`src/rtl/i2s_rx_slot_sequencer.sv`:
```
// ---------------------------------------------------------------------------
// i2s_rx_slot_sequencer
//
// Receive-side sequencer of the I2S RX core. It watches the synchronized SCK
// for rising edges, tracks word-select transitions, and steps a bit index
// down through each channel word. The index and a write strobe drive the
// downstream binary-to-one-hot bit decoder. The module also assembles the
// left and right samples MSB-first and presents one stereo pair per frame
// on a valid/ready interface.
//
// Slots longer than DATA_WIDTH are truncated: the extra LSBs are ignored.
// Slots shorter than DATA_WIDTH are zero-padded at the bottom: the word is
// closed by the WS transition.
//
// Ports
//   clk_i      system clock (single domain)
//   rst_i      asynchronous active-high reset
//   en_i       sequencer enable; low returns to IDLE and drops partial data
//   sck_i      I2S bit clock (already synchronized)
//   ws_i       I2S word select, 0 = left, 1 = right (synchronized)
//   sd_i       I2S serial data (synchronized)
//   bit_idx_o  bit position being written (decoder select)
//   bit_we_o   one-cycle strobe qualifying the decoder write
//   bit_o      sampled data bit accompanying bit_we_o
//   left_o     left sample of the presented pair
//   right_o    right sample of the presented pair
//   valid_o    pair available
//   ready_i    consumer accepts the pair
//   overrun_o  one-cycle pulse when a completed pair is dropped
// ---------------------------------------------------------------------------
module i2s_rx_slot_sequencer #(
    parameter int DATA_WIDTH  = 24,
    parameter int INDEX_WIDTH = 5
) (
    input  logic                   clk_i,
    input  logic                   rst_i,
    input  logic                   en_i,
    input  logic                   sck_i,
    input  logic                   ws_i,
    input  logic                   sd_i,
    output logic [INDEX_WIDTH-1:0] bit_idx_o,
    output logic                   bit_we_o,
    output logic                   bit_o,
    output logic [DATA_WIDTH-1:0]  left_o,
    output logic [DATA_WIDTH-1:0]  right_o,
    output logic                   valid_o,
    input  logic                   ready_i,
    output logic                   overrun_o
);

    typedef enum logic [1:0] {
        ST_IDLE  = 2'd0,
        ST_SHIFT = 2'd1,
        ST_PAD   = 2'd2
    } state_t;

    localparam logic [INDEX_WIDTH-1:0] IDX_MSB = INDEX_WIDTH'(DATA_WIDTH - 1);
    localparam logic [INDEX_WIDTH-1:0] IDX_ONE = INDEX_WIDTH'(1);

    // Sequencer state
    state_t                  state_q, state_d;
    logic                    sck_q;
    logic                    ws_last_q, ws_last_d;
    logic                    ch_q, ch_d;
    logic [INDEX_WIDTH-1:0]  idx_q, idx_d;
    logic [DATA_WIDTH-1:0]   word_q, word_d;
    logic [DATA_WIDTH-1:0]   left_hold_q, left_hold_d;
    logic                    left_ok_q, left_ok_d;

    // Registered outputs
    logic [INDEX_WIDTH-1:0]  bit_idx_q, bit_idx_d;
    logic                    bit_we_q, bit_we_d;
    logic                    bit_q, bit_d;
    logic [DATA_WIDTH-1:0]   left_q, left_d;
    logic [DATA_WIDTH-1:0]   right_q, right_d;
    logic                    valid_q, valid_d;
    logic                    overrun_q, overrun_d;

    logic                    rise;
    logic                    ws_edge;
    logic                    finalize;
    logic [DATA_WIDTH-1:0]   wr_word;

    // Writes bit_v at position idx and clears every bit below it. Bits are
    // written from the MSB down, so the cleared bits are either rewritten
    // later in the same word or, for a short slot, are exactly the
    // zero padding the finalized word needs.
    function automatic logic [DATA_WIDTH-1:0] write_bit(
        input logic [DATA_WIDTH-1:0]  word,
        input logic [INDEX_WIDTH-1:0] idx,
        input logic                   bit_v
    );
        logic [DATA_WIDTH-1:0] w;
        w = word;
        for (int i = 0; i < DATA_WIDTH; i++) begin
            if (i == int'(idx)) begin
                w[i] = bit_v;
            end else if (i < int'(idx)) begin
                w[i] = 1'b0;
            end
        end
        return w;
    endfunction

    assign rise    = sck_i & ~sck_q;
    // The bit carried on a WS transition still belongs to the old channel.
    assign ws_edge = rise & (ws_i ^ ws_last_q);
    assign wr_word = write_bit(word_q, idx_q, sd_i);

    always_comb begin
        state_d     = state_q;
        ws_last_d   = ws_last_q;
        ch_d        = ch_q;
        idx_d       = idx_q;
        word_d      = word_q;
        left_hold_d = left_hold_q;
        left_ok_d   = left_ok_q;
        bit_idx_d   = bit_idx_q;
        bit_we_d    = 1'b0;
        bit_d       = bit_q;
        left_d      = left_q;
        right_d     = right_q;
        valid_d     = valid_q;
        overrun_d   = 1'b0;
        finalize    = 1'b0;

        if (rise) begin
            ws_last_d = ws_i;
        end

        // A consumed pair drops valid unless a new pair is loaded below.
        if (valid_q && ready_i) begin
            valid_d = 1'b0;
        end

        if (!en_i) begin
            state_d   = ST_IDLE;
            word_d    = '0;
            idx_d     = '0;
            left_ok_d = 1'b0;
        end else begin
            case (state_q)
                ST_IDLE: begin
                    // Only a falling WS edge marks the start of a frame.
                    if (ws_edge && !ws_i) begin
                        ch_d    = 1'b0;
                        idx_d   = IDX_MSB;
                        state_d = ST_SHIFT;
                    end
                end

                ST_SHIFT: begin
                    if (rise) begin
                        word_d    = wr_word;
                        bit_we_d  = 1'b1;
                        bit_idx_d = idx_q;
                        bit_d     = sd_i;
                        if (ws_edge) begin
                            // Short slot: close this word, start the next one.
                            finalize = 1'b1;
                            ch_d     = ws_i;
                            idx_d    = IDX_MSB;
                        end else if (idx_q == '0) begin
                            finalize = 1'b1;
                            state_d  = ST_PAD;
                        end else begin
                            idx_d = idx_q - IDX_ONE;
                        end
                    end
                end

                ST_PAD: begin
                    if (ws_edge) begin
                        ch_d    = ws_i;
                        idx_d   = IDX_MSB;
                        state_d = ST_SHIFT;
                    end
                end

                default: begin
                    state_d = ST_IDLE;
                end
            endcase

            if (finalize) begin
                if (!ch_q) begin
                    left_hold_d = wr_word;
                    left_ok_d   = 1'b1;
                end else if (left_ok_q) begin
                    left_ok_d = 1'b0;
                    if (!valid_q || ready_i) begin
                        left_d  = left_hold_q;
                        right_d = wr_word;
                        valid_d = 1'b1;
                    end else begin
                        // Presented pair is still pending: drop the new one.
                        overrun_d = 1'b1;
                    end
                end
                // A right word without a preceding left word is discarded.
            end
        end
    end

    always_ff @(posedge clk_i or posedge rst_i) begin
        if (rst_i) begin
            state_q     <= ST_IDLE;
            sck_q       <= 1'b0;
            ws_last_q   <= 1'b0;
            ch_q        <= 1'b0;
            idx_q       <= '0;
            word_q      <= '0;
            left_hold_q <= '0;
            left_ok_q   <= 1'b0;
            bit_idx_q   <= '0;
            bit_we_q    <= 1'b0;
            bit_q       <= 1'b0;
            left_q      <= '0;
            right_q     <= '0;
            valid_q     <= 1'b0;
            overrun_q   <= 1'b0;
        end else begin
            state_q     <= state_d;
            sck_q       <= sck_i;
            ws_last_q   <= ws_last_d;
            ch_q        <= ch_d;
            idx_q       <= idx_d;
            word_q      <= word_d;
            left_hold_q <= left_hold_d;
            left_ok_q   <= left_ok_d;
            bit_idx_q   <= bit_idx_d;
            bit_we_q    <= bit_we_d;
            bit_q       <= bit_d;
            left_q      <= left_d;
            right_q     <= right_d;
            valid_q     <= valid_d;
            overrun_q   <= overrun_d;
        end
    end

    assign bit_idx_o = bit_idx_q;
    assign bit_we_o  = bit_we_q;
    assign bit_o     = bit_q;
    assign left_o    = left_q;
    assign right_o   = right_q;
    assign valid_o   = valid_q;
    assign overrun_o = overrun_q;

endmodule

```
`config.mk`:
```
export PLATFORM = sky130hd
export DESIGN_NAME = i2s_rx_slot_sequencer
export DESIGN_NICKNAME = d
export VERILOG_FILES = /design/src/rtl/i2s_rx_slot_sequencer.sv
export SDC_FILE = /design/constraint.sdc
export NUM_CORES = 1
export LEC_CHECK = 0
export ABC_CLOCK_PERIOD_IN_PS = 5100
export CAP_MARGIN = 20
export CORE_MARGIN = 8
export CORE_UTILIZATION = 50
export CTS_CLUSTER_SIZE = 24
export DETAILED_ROUTE_END_ITERATION = 10
export MAX_ROUTING_LAYER = met4
export PLACE_DENSITY = 0.73
export SYNTH_ARGS = -nofsm -noshare
export SYNTH_HDL_FRONTEND = slang
export SYNTH_SLANG_ARGS = --single-unit
```
`constraint.sdc`:
```
create_clock -name clk_i -period 5.1 [get_ports clk_i]
set_input_delay 1.275 -clock clk_i [delete_from_list [all_inputs] [get_ports clk_i]]
set_output_delay 1.275 -clock clk_i [all_outputs]
set_load 0.01 [all_outputs]
```
==> flow_metrics.env <==
export IMPL_status="completed"
export IMPL_clkLatencyLatePin_ns=0.53
export IMPL_fin_setup_tns_ns=0
export IMPL_htree_levels=4
export IMPL_hold_viol=0
export IMPL_crit_arrival_ns=4.11
export IMPL_nets=544
export IMPL_maxSlewHeadroom_pct=36.1
export IMPL_grt_overflow=0
export IMPL_power_density_nw_per_um2=403
export IMPL_syn_area_um2=5460
export IMPL_antenna_found_initial=0
export IMPL_holdCritPathClass="reg2reg"
export IMPL_vdd_drop_max_uv=259
export IMPL_ant_nets=0
export IMPL_routed_wl_um=12700
export IMPL_grt_pass1_wl_um=21300
export IMPL_ys_flop_type="dfrtp_1"
export IMPL_fmax_mhz=271
export IMPL_firstDrtPassIters=5
export IMPL_grt_setup_unrepaired="no"
export IMPL_grt_max_degree=67
export IMPL_synth_edff_count=0
export IMPL_end_kind="register"
export IMPL_cts_buffers=17
export IMPL_dp_hpwl_um=8100
export IMPL_slowest_delay_ns=0.66
export IMPL_clk_pin_slew_ns=0.06
export IMPL_core_area_um2=10700
export IMPL_fin_crit_ns=3.70
export IMPL_async_flop_share_pct=100
export IMPL_synth_cell_type_count=62
export IMPL_path_cells="clkdlybuf4s50_1, nor2b_1, o2111ai_2, nor3b_4, buf_12, mux2_2"
export IMPL_ys_seq_area_share_pct=53.2
export IMPL_synth_top_area_share_pct=53.2
export IMPL_syn2layout_area_growth_pct=25.2
export IMPL_path_max_fanout=40
export IMPL_start_util_pct=50.8
export IMPL_final_cells=681
export IMPL_clock_skew_ns=0.00859
export IMPL_syn_num_nets=488
export IMPL_syn_mean_instance_area_um2=11.6
export IMPL_final_common_cell="dfrtp_1"
export IMPL_ys_top_cells_by_area="dfrtp_1 (53%), mux2_2 (11%), mux2_1 (4.1%)"
export IMPL_final_layout_size_suffix_gt1_share_pct=19.8
export IMPL_crit_slowest_cell="nor2b_1"
export IMPL_root_buffer="clkbuf_8"
export IMPL_die_area_um2=14500
export IMPL_wire_per_inst_um=18.6
export IMPL_grt_usage_pct=19.0
export IMPL_fin_crit_sh_pct=72.5
export IMPL_vias=3956
export IMPL_tritoncts="built"
export IMPL_drc=0
export IMPL_post_synth_inst_count=472
export IMPL_yosys_area_top_type="dfrtp_1"
export IMPL_utilization_pct=63.6
export IMPL_slew_viol_final=0
export IMPL_cts_setup_buffers=0
export IMPL_required_ns=5.51
export IMPL_port_buffers=63
export IMPL_avgViaCountPerCell=5.81
export IMPL_synth_warnings=0
export IMPL_die_y_um=120
export IMPL_crit_type="in2reg"
export IMPL_start_kind="input port"
export IMPL_clock_path_buffers=2
export IMPL_hold_buffers=0
export IMPL_antenna_cells=0
export IMPL_worst_slew_pin_slew_ns=0.959
export IMPL_grt_pass1_vias=4047
export IMPL_final_cell_mix="dfrtp_1 (116), clkdlybuf4s50_1 (63), mux2_2 (54), nand2_1 (42), o21ai_0 (23)"
export IMPL_die_w_um=120
export IMPL_setup_viol=0
export IMPL_cts_resized=0
export IMPL_io_pin_count=64
export IMPL_drt_iter0_drc=245
export IMPL_place_congestion=0.841
export IMPL_dp_cells=649
export IMPL_cts_sink_count=116
export IMPL_maxCapViolCount=0
export IMPL_ys_ff_latch=116
export IMPL_rows=38
export IMPL_p_leak_nw=3.16
[worst paths after layout]
check | startpoint | to | slack [ns] | cells after the start
worst min-delay path | bit_idx_o[2]$_DFFE_PP0P_ | bit_idx_o[2]$_DFFE_PP0P_ | 0.48 | 2
worst max-delay path | sck_i | right_o[23]$_DFFE_PP0P_ | 1.40 | 6
worst min register to register | bit_idx_o[2]$_DFFE_PP0P_ | bit_idx_o[2]$_DFFE_PP0P_ | 0.48 | 2
max in group asynchronous | rst_i | left_o[21]$_DFFE_PP0P_ | 2.95 | 3
min in group asynchronous | rst_i | right_o[11]$_DFFE_PP0P_ | 1.26 | 2
worst max register to register | idx_q[1]$_DFFE_PP0P_ | right_o[23]$_DFFE_PP0P_ | 1.76 | 7
[sequential cells by signal (all words and copies together), names as in the netlist]
name	flops
bit_we_o	1
left_o	24
left_ok_q	1
left_hold_q	24
sck_q	1
right_o	24
valid_o	1
idx_q	5
state_q	2
word_q	24
ws_last_q	1
ch_q	1
bit_o	1
bit_idx_o	5
overrun_o	1
[cell usage after synthesis (all sizes together) (3+ instances only)]
library cell	count
dfrtp	116
mux2	74
nand2	42
clkbuf	25
o21ai	23
a21oi	18
inv	17
nand3	14
nor2	12
and2	9
ha	9
mux2i	9
buf	7
nand2b	6
nor3	5
o211a	5
o21a	5
o2bb2ai	5
nor2b	4
nor3b	4
o21ba	4
o22ai	4
o31ai	4
a221oi	3
a311oi	3
and3	3
o211ai	3
or3	3
[worst max-delay path: cells and delay by family]
family                 cells  cell delay, ns
buffers and inverters      2            0.86
AND/OR/NAND/NOR            2            1.24
multiplexers               1            0.37
AO/OA/AOI/OAI              1            0.32
[area by class of cell]
class	instances	area, um^2
well taps	140	175
flip-flops and latches	116	2900
fillers	849	3910
inverters	18	70.1
clock buffers	19	442
repair buffers	69	688
clock inverters	13	205
multi-input cells	306	2350
[where the power goes]
group | switching (mW) | total, mW | internal [mW]
Combinational | 0.249 | 0.409 | 0.159
Sequential | 0.0685 | 1.05 | 0.977
Clock | 0.431 | 1.30 | 0.866
Total | 0.749 | 2.75 | 2.00
[layer usage]
| metal | part of all wire [%] | wire length (um) | up-vias | GRT usage, % |
|---|---|---|---|---|
| li1 | - | - | 1802 | - |
| met4 | 2.0 | 255 | 0 | 8.12 |
| met3 | 5.2 | 664 | 28 | 4.06 |
| met1 | 43 | 5480 | 1988 | 23.2 |
| met2 | 49 | 6270 | 138 | 30.2 |
| met5 | 0 | 0 | - | - |
[logic make-up after synthesis]
| kind of cell | Yosys count | share of synthesized area [%] |
|---|---|---|
| flip-flops | 116 | 53.2 |
| AO/OA/AOI/OAI | 96 | 12.3 |
| AND/OR/NAND/NOR | 116 | 11.3 |
| adder cells (fa/ha/maj) | 9 | 2.06 |
| XOR/XNOR | 2 | 0.321 |
| multiplexers | 83 | 16.9 |
| buffers and inverters | 50 | 3.90 |
[metrics by stage]
stage / cell area, um^2 / total power [mW] / hold slack, ns / setup slack (ns)
5_1_grt: 6830 / 2.86 / 0.502 / 1.24
6_report: 6830 / 2.75 / 0.479 / 1.40
2_1_floorplan: 5460 / 1.34 / 0.475 / 0.753
4_1_cts: 6830 / 2.76 / 0.486 / 1.42
3_3_place_gp: 6190 / 1.44 / 0.461 / 1.07
3_5_place_dp: 6190 / 1.46 / 0.472 / 0.889
(Power assumes the default switching activity.)
